[config.mk]
export PLATFORM = sky130hd
export DESIGN_NAME = usb_boot_status_flat
export DESIGN_NICKNAME = d
export VERILOG_FILES = /design/src/rtl/usb_boot_status_if.sv /design/src/rtl/usb_boot_status.sv /design/src/flat_wrapper.sv
export SDC_FILE = /design/constraint.sdc
export NUM_CORES = 1
export LEC_CHECK = 0
export BUFFER_PORTS_ARGS = -buffer_cell sky130_fd_sc_hd__buf_2
export CAP_MARGIN = 10
export CORE_AREA = 8 8 98 100
export CTS_CLUSTER_DIAMETER = 30
export DETAILED_ROUTE_END_ITERATION = 10
export DIE_AREA = 0 0 106 108
export SYNTH_ARGS = -nofsm -noshare
export SYNTH_HDL_FRONTEND = slang
export SYNTH_SLANG_ARGS = --single-unit
[constraint.sdc]
create_clock -name clk -period 4 [get_ports clk]
set_input_delay 0.4 -clock clk [delete_from_list [all_inputs] [get_ports clk]]
set_output_delay 0.4 -clock clk [all_outputs]
set_load 0.005 [all_outputs]
[src/rtl/usb_boot_status_if.sv]
// Bundles the SOF/boot/LED-mode inputs and status outputs of usb_boot_status.
interface usb_boot_status_if #(
    parameter int unsigned NUM_LEDS = 1
);
    logic                    sof_valid;
    logic                    boot_req;
    logic [2*NUM_LEDS-1:0]   led_mode;
    logic [NUM_LEDS-1:0]     led;
    logic                    tick_ms;
    logic                    host_timeout;
    logic                    boot;

    // Driver side: the USB engine / bootloader top.
    modport master (
        output sof_valid, boot_req, led_mode,
        input  led, tick_ms, host_timeout, boot
    );

    // Status block side.
    modport slave (
        input  sof_valid, boot_req, led_mode,
        output led, tick_ms, host_timeout, boot
    );
endinterface

[src/rtl/usb_boot_status.sv]
// Bootloader status/timing: ms tick, host-presence timeout, sticky boot,
// and per-LED off/on/breathe/blink drive.
module usb_boot_status #(
    parameter int unsigned CLK_FREQ_HZ = 48000000,
    parameter int unsigned NUM_LEDS    = 1,
    parameter int unsigned PWM_BITS    = 8,
    parameter int unsigned TIMEOUT_MS  = 1000,
    parameter int unsigned BLINK_MS    = 250
) (
    input  logic               clk,
    input  logic               reset,
    usb_boot_status_if.slave   bus
);
    localparam int unsigned PRESC_DIV = CLK_FREQ_HZ / 1000;
    localparam int unsigned PRESC_MAX = PRESC_DIV - 1;
    localparam int unsigned PRESC_W   = $clog2(PRESC_DIV);
    localparam int unsigned PRES_W    = $clog2(TIMEOUT_MS + 1);
    localparam int unsigned BLINK_W   = (BLINK_MS > 1) ? $clog2(BLINK_MS) : 1;
    localparam int unsigned LVL_MAX   = (1 << PWM_BITS) - 1;

    logic [PRESC_W-1:0]  presc_q;
    logic                tick_c;
    logic                tick_q;
    logic [PRES_W-1:0]   pres_q;
    logic                timeout_q;
    logic                boot_q;
    logic [PWM_BITS-1:0] level_q;
    logic                dir_up_q;
    logic [BLINK_W-1:0]  blink_cnt_q;
    logic                blink_q;
    logic [PWM_BITS-1:0] pwm_q;
    logic [NUM_LEDS-1:0] led_c;
    logic [NUM_LEDS-1:0] led_q;

    // Internal tick fires on the prescaler's last count; tick_ms is its registered copy.
    assign tick_c = (presc_q == PRESC_W'(PRESC_MAX));

    // Millisecond prescaler and tick pulse.
    always_ff @(posedge clk or posedge reset) begin
        if (reset) begin
            presc_q <= '0;
            tick_q  <= 1'b0;
        end else begin
            presc_q <= tick_c ? '0 : presc_q + PRESC_W'(1);
            tick_q  <= tick_c;
        end
    end

    // Host-presence counter; SOF wins over a coincident tick.
    always_ff @(posedge clk or posedge reset) begin
        if (reset) begin
            pres_q    <= '0;
            timeout_q <= 1'b0;
        end else if (bus.sof_valid) begin
            pres_q    <= '0;
            timeout_q <= 1'b0;
        end else if (tick_c && (pres_q < PRES_W'(TIMEOUT_MS))) begin
            pres_q <= pres_q + PRES_W'(1);
            if (pres_q == PRES_W'(TIMEOUT_MS - 1)) begin
                timeout_q <= 1'b1;
            end
        end
    end

    // Sticky boot command: only reset clears it.
    always_ff @(posedge clk or posedge reset) begin
        if (reset) begin
            boot_q <= 1'b0;
        end else begin
            boot_q <= boot_q | timeout_q | bus.boot_req;
        end
    end

    // Triangle breathe level, holding one tick at each end while flipping direction.
    always_ff @(posedge clk or posedge reset) begin
        if (reset) begin
            level_q  <= '0;
            dir_up_q <= 1'b1;
        end else if (tick_c) begin
            if (dir_up_q) begin
                if (level_q == PWM_BITS'(LVL_MAX)) begin
                    dir_up_q <= 1'b0;
                end else begin
                    level_q <= level_q + PWM_BITS'(1);
                end
            end else begin
                if (level_q == '0) begin
                    dir_up_q <= 1'b1;
                end else begin
                    level_q <= level_q - PWM_BITS'(1);
                end
            end
        end
    end

    // Blink toggle every BLINK_MS ticks.
    always_ff @(posedge clk or posedge reset) begin
        if (reset) begin
            blink_cnt_q <= '0;
            blink_q     <= 1'b0;
        end else if (tick_c) begin
            if (blink_cnt_q == BLINK_W'(BLINK_MS - 1)) begin
                blink_cnt_q <= '0;
                blink_q     <= ~blink_q;
            end else begin
                blink_cnt_q <= blink_cnt_q + BLINK_W'(1);
            end
        end
    end

    // Free-running PWM counter.
    always_ff @(posedge clk or posedge reset) begin
        if (reset) begin
            pwm_q <= '0;
        end else begin
            pwm_q <= pwm_q + PWM_BITS'(1);
        end
    end

    // Per-LED mode select; level 0 never lights, MAX lights all but one slot.
    always_comb begin
        led_c = '0;
        for (int i = 0; i < int'(NUM_LEDS); i++) begin
            unique case (bus.led_mode[2*i +: 2])
                2'd0: led_c[i] = 1'b0;
                2'd1: led_c[i] = 1'b1;
                2'd2: led_c[i] = (level_q > pwm_q);
                2'd3: led_c[i] = blink_q;
                default: led_c[i] = 1'b0;
            endcase
        end
    end

    // Registered LED drive.
    always_ff @(posedge clk or posedge reset) begin
        if (reset) begin
            led_q <= '0;
        end else begin
            led_q <= led_c;
        end
    end

    assign bus.led          = led_q;
    assign bus.tick_ms      = tick_q;
    assign bus.host_timeout = timeout_q;
    assign bus.boot         = boot_q;

endmodule
[src/flat_wrapper.sv]
// flat-port wrapper written by rule: the top's interface ports become plain ports
module usb_boot_status_flat 
#(
    parameter int unsigned CLK_FREQ_HZ = 48000000,
    parameter int unsigned NUM_LEDS    = 1,
    parameter int unsigned PWM_BITS    = 8,
    parameter int unsigned TIMEOUT_MS  = 1000,
    parameter int unsigned BLINK_MS    = 250
)
  (clk, reset, bus_sof_valid, bus_boot_req, bus_led_mode, bus_led, bus_tick_ms, bus_host_timeout, bus_boot);
  usb_boot_status_if #(.NUM_LEDS(NUM_LEDS)) bus_i ();
  input  logic clk;
  input  logic reset;
  input wire logic [$bits(bus_i.sof_valid)-1:0] bus_sof_valid;
  input wire logic [$bits(bus_i.boot_req)-1:0] bus_boot_req;
  input wire logic [$bits(bus_i.led_mode)-1:0] bus_led_mode;
  output wire logic [$bits(bus_i.led)-1:0] bus_led;
  output wire logic [$bits(bus_i.tick_ms)-1:0] bus_tick_ms;
  output wire logic [$bits(bus_i.host_timeout)-1:0] bus_host_timeout;
  output wire logic [$bits(bus_i.boot)-1:0] bus_boot;
  assign bus_i.sof_valid = bus_sof_valid;
  assign bus_i.boot_req = bus_boot_req;
  assign bus_i.led_mode = bus_led_mode;
  assign bus_led = bus_i.led;
  assign bus_tick_ms = bus_i.tick_ms;
  assign bus_host_timeout = bus_i.host_timeout;
  assign bus_boot = bus_i.boot;
  usb_boot_status #(.CLK_FREQ_HZ(CLK_FREQ_HZ), .NUM_LEDS(NUM_LEDS), .PWM_BITS(PWM_BITS), .TIMEOUT_MS(TIMEOUT_MS), .BLINK_MS(BLINK_MS)) u_core (.clk(clk), .reset(reset), .bus(bus_i));
endmodule
# Yosys cells after proc, flatten, opt, wreduce, memory -nomap -nowiden
# Cells that the tools add are included.
# op_classes
n_addsub	6
n_eq_ne	9
mux	14
n_lt_le_gt_ge	2
n_bitwise	3
reduce_logical	8
# ops
op	n
$mux 8	4
$add 8x1->8 const B	3
$mux 10	2
$add 16x1->16 const B	1
$eq 16x16->1 const B	1
$eq 8x8->1 const B	2
$mux 16	1
$add 10x1->10 const B	1
$eq 10x10->1 const B	1
$lt 10x10->1 const B	1
$gt 8x8->1	1
$logic_not 8->1	1
$sub 8x1->8 const B	1
$mux 1	6
$eq 2x2->1 const B	2
$pmux 1 s4	1
$reduce_and 2->1	2
$reduce_bool 2->1	2
$reduce_and 3->1	1
$eq 2x1->1 const B	1
$logic_not 2->1	1
$ne 2x1->1 const B	1
$ne 2x2->1 const B	1
$or 1x1->1	2
2 further kinds	2
# totals
input_bits	6
wordCells	53
register_bits	56
out_inout_bits	4

# Logic depth before layout (Yosys ltp)
# logic_depth
ltp_word	4
mapped_depth	8
mapped_depth_nobuf	7

# Worst setup path after synthesis
# OpenSTA, ideal clock, no wires.
# synth_path
path_kind	flip-flop to flip-flop
from	register u_core.dir_up_q
to	register u_core.level_q[7]
stages_incl_launch_ff	9
synth_period_minus_slack_ps	2407
setup_time_ps	104
t_required_ps	3896
n_path_buf	1
t_arrival_ps	2303
slack_ps	1593
cell_sequence	dfstp_2 clkbuf_1 inv_1 ha_1 nand2_1 or3b_2 nand3_1 mux2_2 o311ai_1
# synth_between
elab_chain_cells	2
word_cells_on_any_way	4
cone_classes	eq/ne (2); mux (1); reduce/logical (1)
# synth_rtl
element	line_no	source
start, declared	usb_boot_status.sv:28	logic dir_up_q;
start signal, assigned	usb_boot_status.sv:78	dir_up_q <= 1'b1;
start signal, assigned	usb_boot_status.sv:82	dir_up_q <= 1'b0;
start signal, assigned	usb_boot_status.sv:88	dir_up_q <= 1'b1;
$ne 2x2->1 (no source line) / $ne 2x1->1 (equally long branches)	-	
$reduce_and 3->1 (no source line)	-	
end signal, assigned	usb_boot_status.sv:84	level_q <= level_q + PWM_BITS'(1);
end signal, assigned	usb_boot_status.sv:90	level_q <= level_q - PWM_BITS'(1);
end, declared	usb_boot_status.sv:27	logic [PWM_BITS-1:0] level_q;
# Several ways; a longest one is shown, not always the timed one.
# A chain may end at the register's enable or synchronous reset.

# Worst setup path after layout
# Same ends and word-level chain as after synthesis.

==> flow_summary.toml <==
[power]
internal_power_uw = 883
p_sw_frac = 0.188
p_clk_frac = 0.462
power_frac_comb = 0.017
p_leak_nw = 1.53
vdd_drop_max_uv = 192
powerDensity_nw_per_um2 = 317
p_seq_frac = 0.521
total_power_mw = 1.09
p_sw_uw = 204

[drt]
drc = 0
via_per_inst = 5.31
drtPass1Iterations = 4
wl_microns = 5900
vias = 2287
drtAntennaViolNets = 0
drt_iter0_drc = 107
wire_per_inst_microns = 13.7

[critical_path]
r2r_setup_slack_ns = 1.60
crit_path_end_kind = "register"
max_stage_delay_ns = 0.60
critical_path_required_ns = 4.21
cp_slowest_cell = "dfstp_2"
crit_type = "reg -> reg"
crit_fanout = 8
crit_chain = "inv_1 -> ha_1 -> nand2_1 -> or3b_2 -> nand3_1 -> mux2_2 -> o311ai_1"
cp.arrival_ns = 2.61
critPathLaunchType = "register"

[place]
io_buffers = 9
dp_slack_ns = 1.61
place_inst = 423
post_dp_cell_area_sq_um = 3270
dp_hpwl_microns = 4280
gp_congestion = 0.812

[layout]
fillers = 787
final_nets = 351
fin_cells = 431
layout-drive-gt1-share = 0.0951
register_area_sq_um = 1400
design_area_sq_um = 3430
multi_input_area_sq_um = 1620
synthToLayoutAreaGrowth_pct = 9.86
antenna_cells = 0

[logic_synthesis]
ys_seq_area_frac = 0.449
syn-cell-area_sq_um = 3120
synth_seq_cells = 56
synth_top_area_cell = "dfrtp_1"
synth_area_leaders = "dfrtp_1 44%, ha_1 7.6%, xor2_1 4.8%"
netlist.area_leader.share = 0.441
synth-main-ff-cell = "dfrtp_1"
syn_area_per_cell_sq_um = 9.94
synth.most_common_cell = "dfrtp_1"
ys_types = 50
synth-edff-count = 0
netlist_instances = 314
synth_warnings = 0
netlist_top_cells_count = "55 x dfrtp_1, 27 x nand2_1, 22 x nor2_1"
async_reset_ff_frac = 1.00
synth_fp_nets = 340

[hold_path]
min_path_type = "in -> async"

[clocking]
cts_resized = 0
clock_latency_ns = 0.31
clock-sinks = 56
path_clk_slew_ns = 0.10
cts_made_buffers = 5
ctsHoldBuffers = 0
post_cts_buffers = 0
root_buffer = "clkbuf_8"
cts_buffer_depth = 2
htreeDepth = 2
cts_tree = "built"

[timing]
fin_setup_tns_ns = 0
period_share = 0.600
timing.final.crit_period_ns = 2.40
max_freq_ghz = 0.417
maxSlewViolCount = 0
worst_slew_margin_rel = 0.476
finalClockSkew_ns = 0.00991
tightest_slew_ns = 0.780
rsz0062_at_grt = "no"
hold_viol = 0
fin_ws_ns = 1.60
setup_violations = 0

[floorplan]
placementRows = 33
die_area_sq_um = 11400
die_h_microns = 108
die_x_microns = 106
io_pins = 10
fp.coreArea_sq_um = 8050
start_util = 0.388

[grt]
grt_usage = 0.114
antenna_found_initial = 0
grt.overflow.total = 0
grt_pass1_wl_microns = 10900
grt_max_degree = 37
grt_pass1_vias = 2328

[flow_run]
maxCapViolations = 0

[outcome]
status = "complete, no violations"
==> cell families (layout without fill, tap and decap cells) <==
group                    Yosys count  in the layout  share of synthesized area
buffers and inverters             22             34                     0.0305
multiplexers                       7              7                     0.0253
AND/OR/NAND/NOR                  125            125                      0.223
AO/OA/AOI/OAI                     54             54                      0.105
flip-flops                        56             56                      0.449
adder cells (fa/ha/maj)           20             20                     0.0826
XOR/XNOR                          30             30                     0.0842
==> worst paths after layout <==
path | startpoint | depth (start not counted) | end
max reg2reg | u_core.dir_up_q$_DFFE_PP1N_ | 7 | u_core.level_q[7]$_DFFE_PP0P_
min in group clk | bus_boot_req | 2 | u_core.bus.boot$_DFF_PP0_
max in group asynchronous | reset | 3 | u_core.blink_cnt_q[2]$_DFFE_PP0N_
min reg2reg | u_core.presc_q[0]$_DFF_PP0_ | 1 | u_core.presc_q[0]$_DFF_PP0_
min | reset | 2 | u_core.pres_q[8]$_DFFE_PP0P_
max | u_core.dir_up_q$_DFFE_PP1N_ | 7 | u_core.level_q[7]$_DFFE_PP0P_
==> final cells by class <==
class | count | share of cell area
Clock buffer | 5 | 0.0201
Clock inverter | 3 | 0.0263
Inverter | 16 | 0.0175
Multi-Input combinational cell | 236 | 0.473
Sequential cell | 56 | 0.409
Tap cell | 105 | 0.0383
Timing Repair Buffer | 10 | 0.0153
==> power by group through the flow <==
stage                     clock, mW  sequential, mW  combinational, mW
after floorplan                   0           0.578             0.0111
after global placement            0           0.578             0.0193
after detailed placement          0           0.578             0.0197
after CTS                     0.518           0.566             0.0197
after global routing          0.534           0.567             0.0218
final                         0.503           0.566             0.0183
==> critical path: cells and delay by family, from the launching register on <==
family	cells	cell delay (ns)
DFF	1	0.60
buffers and inverters	1	0.17
adders and majority gates	1	0.39
muxes	1	0.35
and+or+nand+nor	3	0.70
AOI/OAI and AO/OA	1	0.09
==> flip-flops by register name, indices dropped and copies added, names as in the netlist, 8 cells and up <==
register	cells
u_core.blink_cnt_q	8
u_core.presc_q	16
u_core.pres_q	10
u_core.level_q	8
u_core.pwm_q	8
==> layout by cell type, fill, tap and decap left out, types with 3 or more instances in the layout <==
master / instances
dfrtp_1: 55
nand2_1: 27
nor2_1: 22
ha_1: 19
xor2_1: 17
nand3_1: 16
nand4_1: 14
inv_1: 14
a21oi_1: 14
xnor2_1: 13
o21ai_0: 11
buf_2: 9
and3_1: 8
o21ai_1: 7
nor2b_1: 6
mux2_1: 6
a31oi_1: 5
clkbuf_8: 5
and4_1: 4
nor3_1: 4
or3_1: 4
nor4_1: 3
or4_1: 3
o21a_1: 3
o31ai_1: 3
bufinv_16: 3
==> through the flow <==
step / hold WS (ns) / utilization
3_3_place_gp: 0.435 / 0.406
3_5_place_dp: 0.447 / 0.406
4_1_cts: 0.230 / 0.426
5_1_grt: 0.267 / 0.426
6_report: 0.203 / 0.426
2_1_floorplan: 0.424 / -
==> metal layers <==
layer / part of all wire / up-vias / track usage / routed length (microns)
li1: - / 1148 / - / -
met5: 0 / - / 0 / 0
met2: 0.48 / 19 / 0.190 / 2830
met1: 0.48 / 1113 / 0.146 / 2850
met4: 0.016 / 0 / 0.0452 / 93
met3: 0.021 / 7 / 0.0184 / 122
No activity file was read; power rests on OpenSTA's default activity.
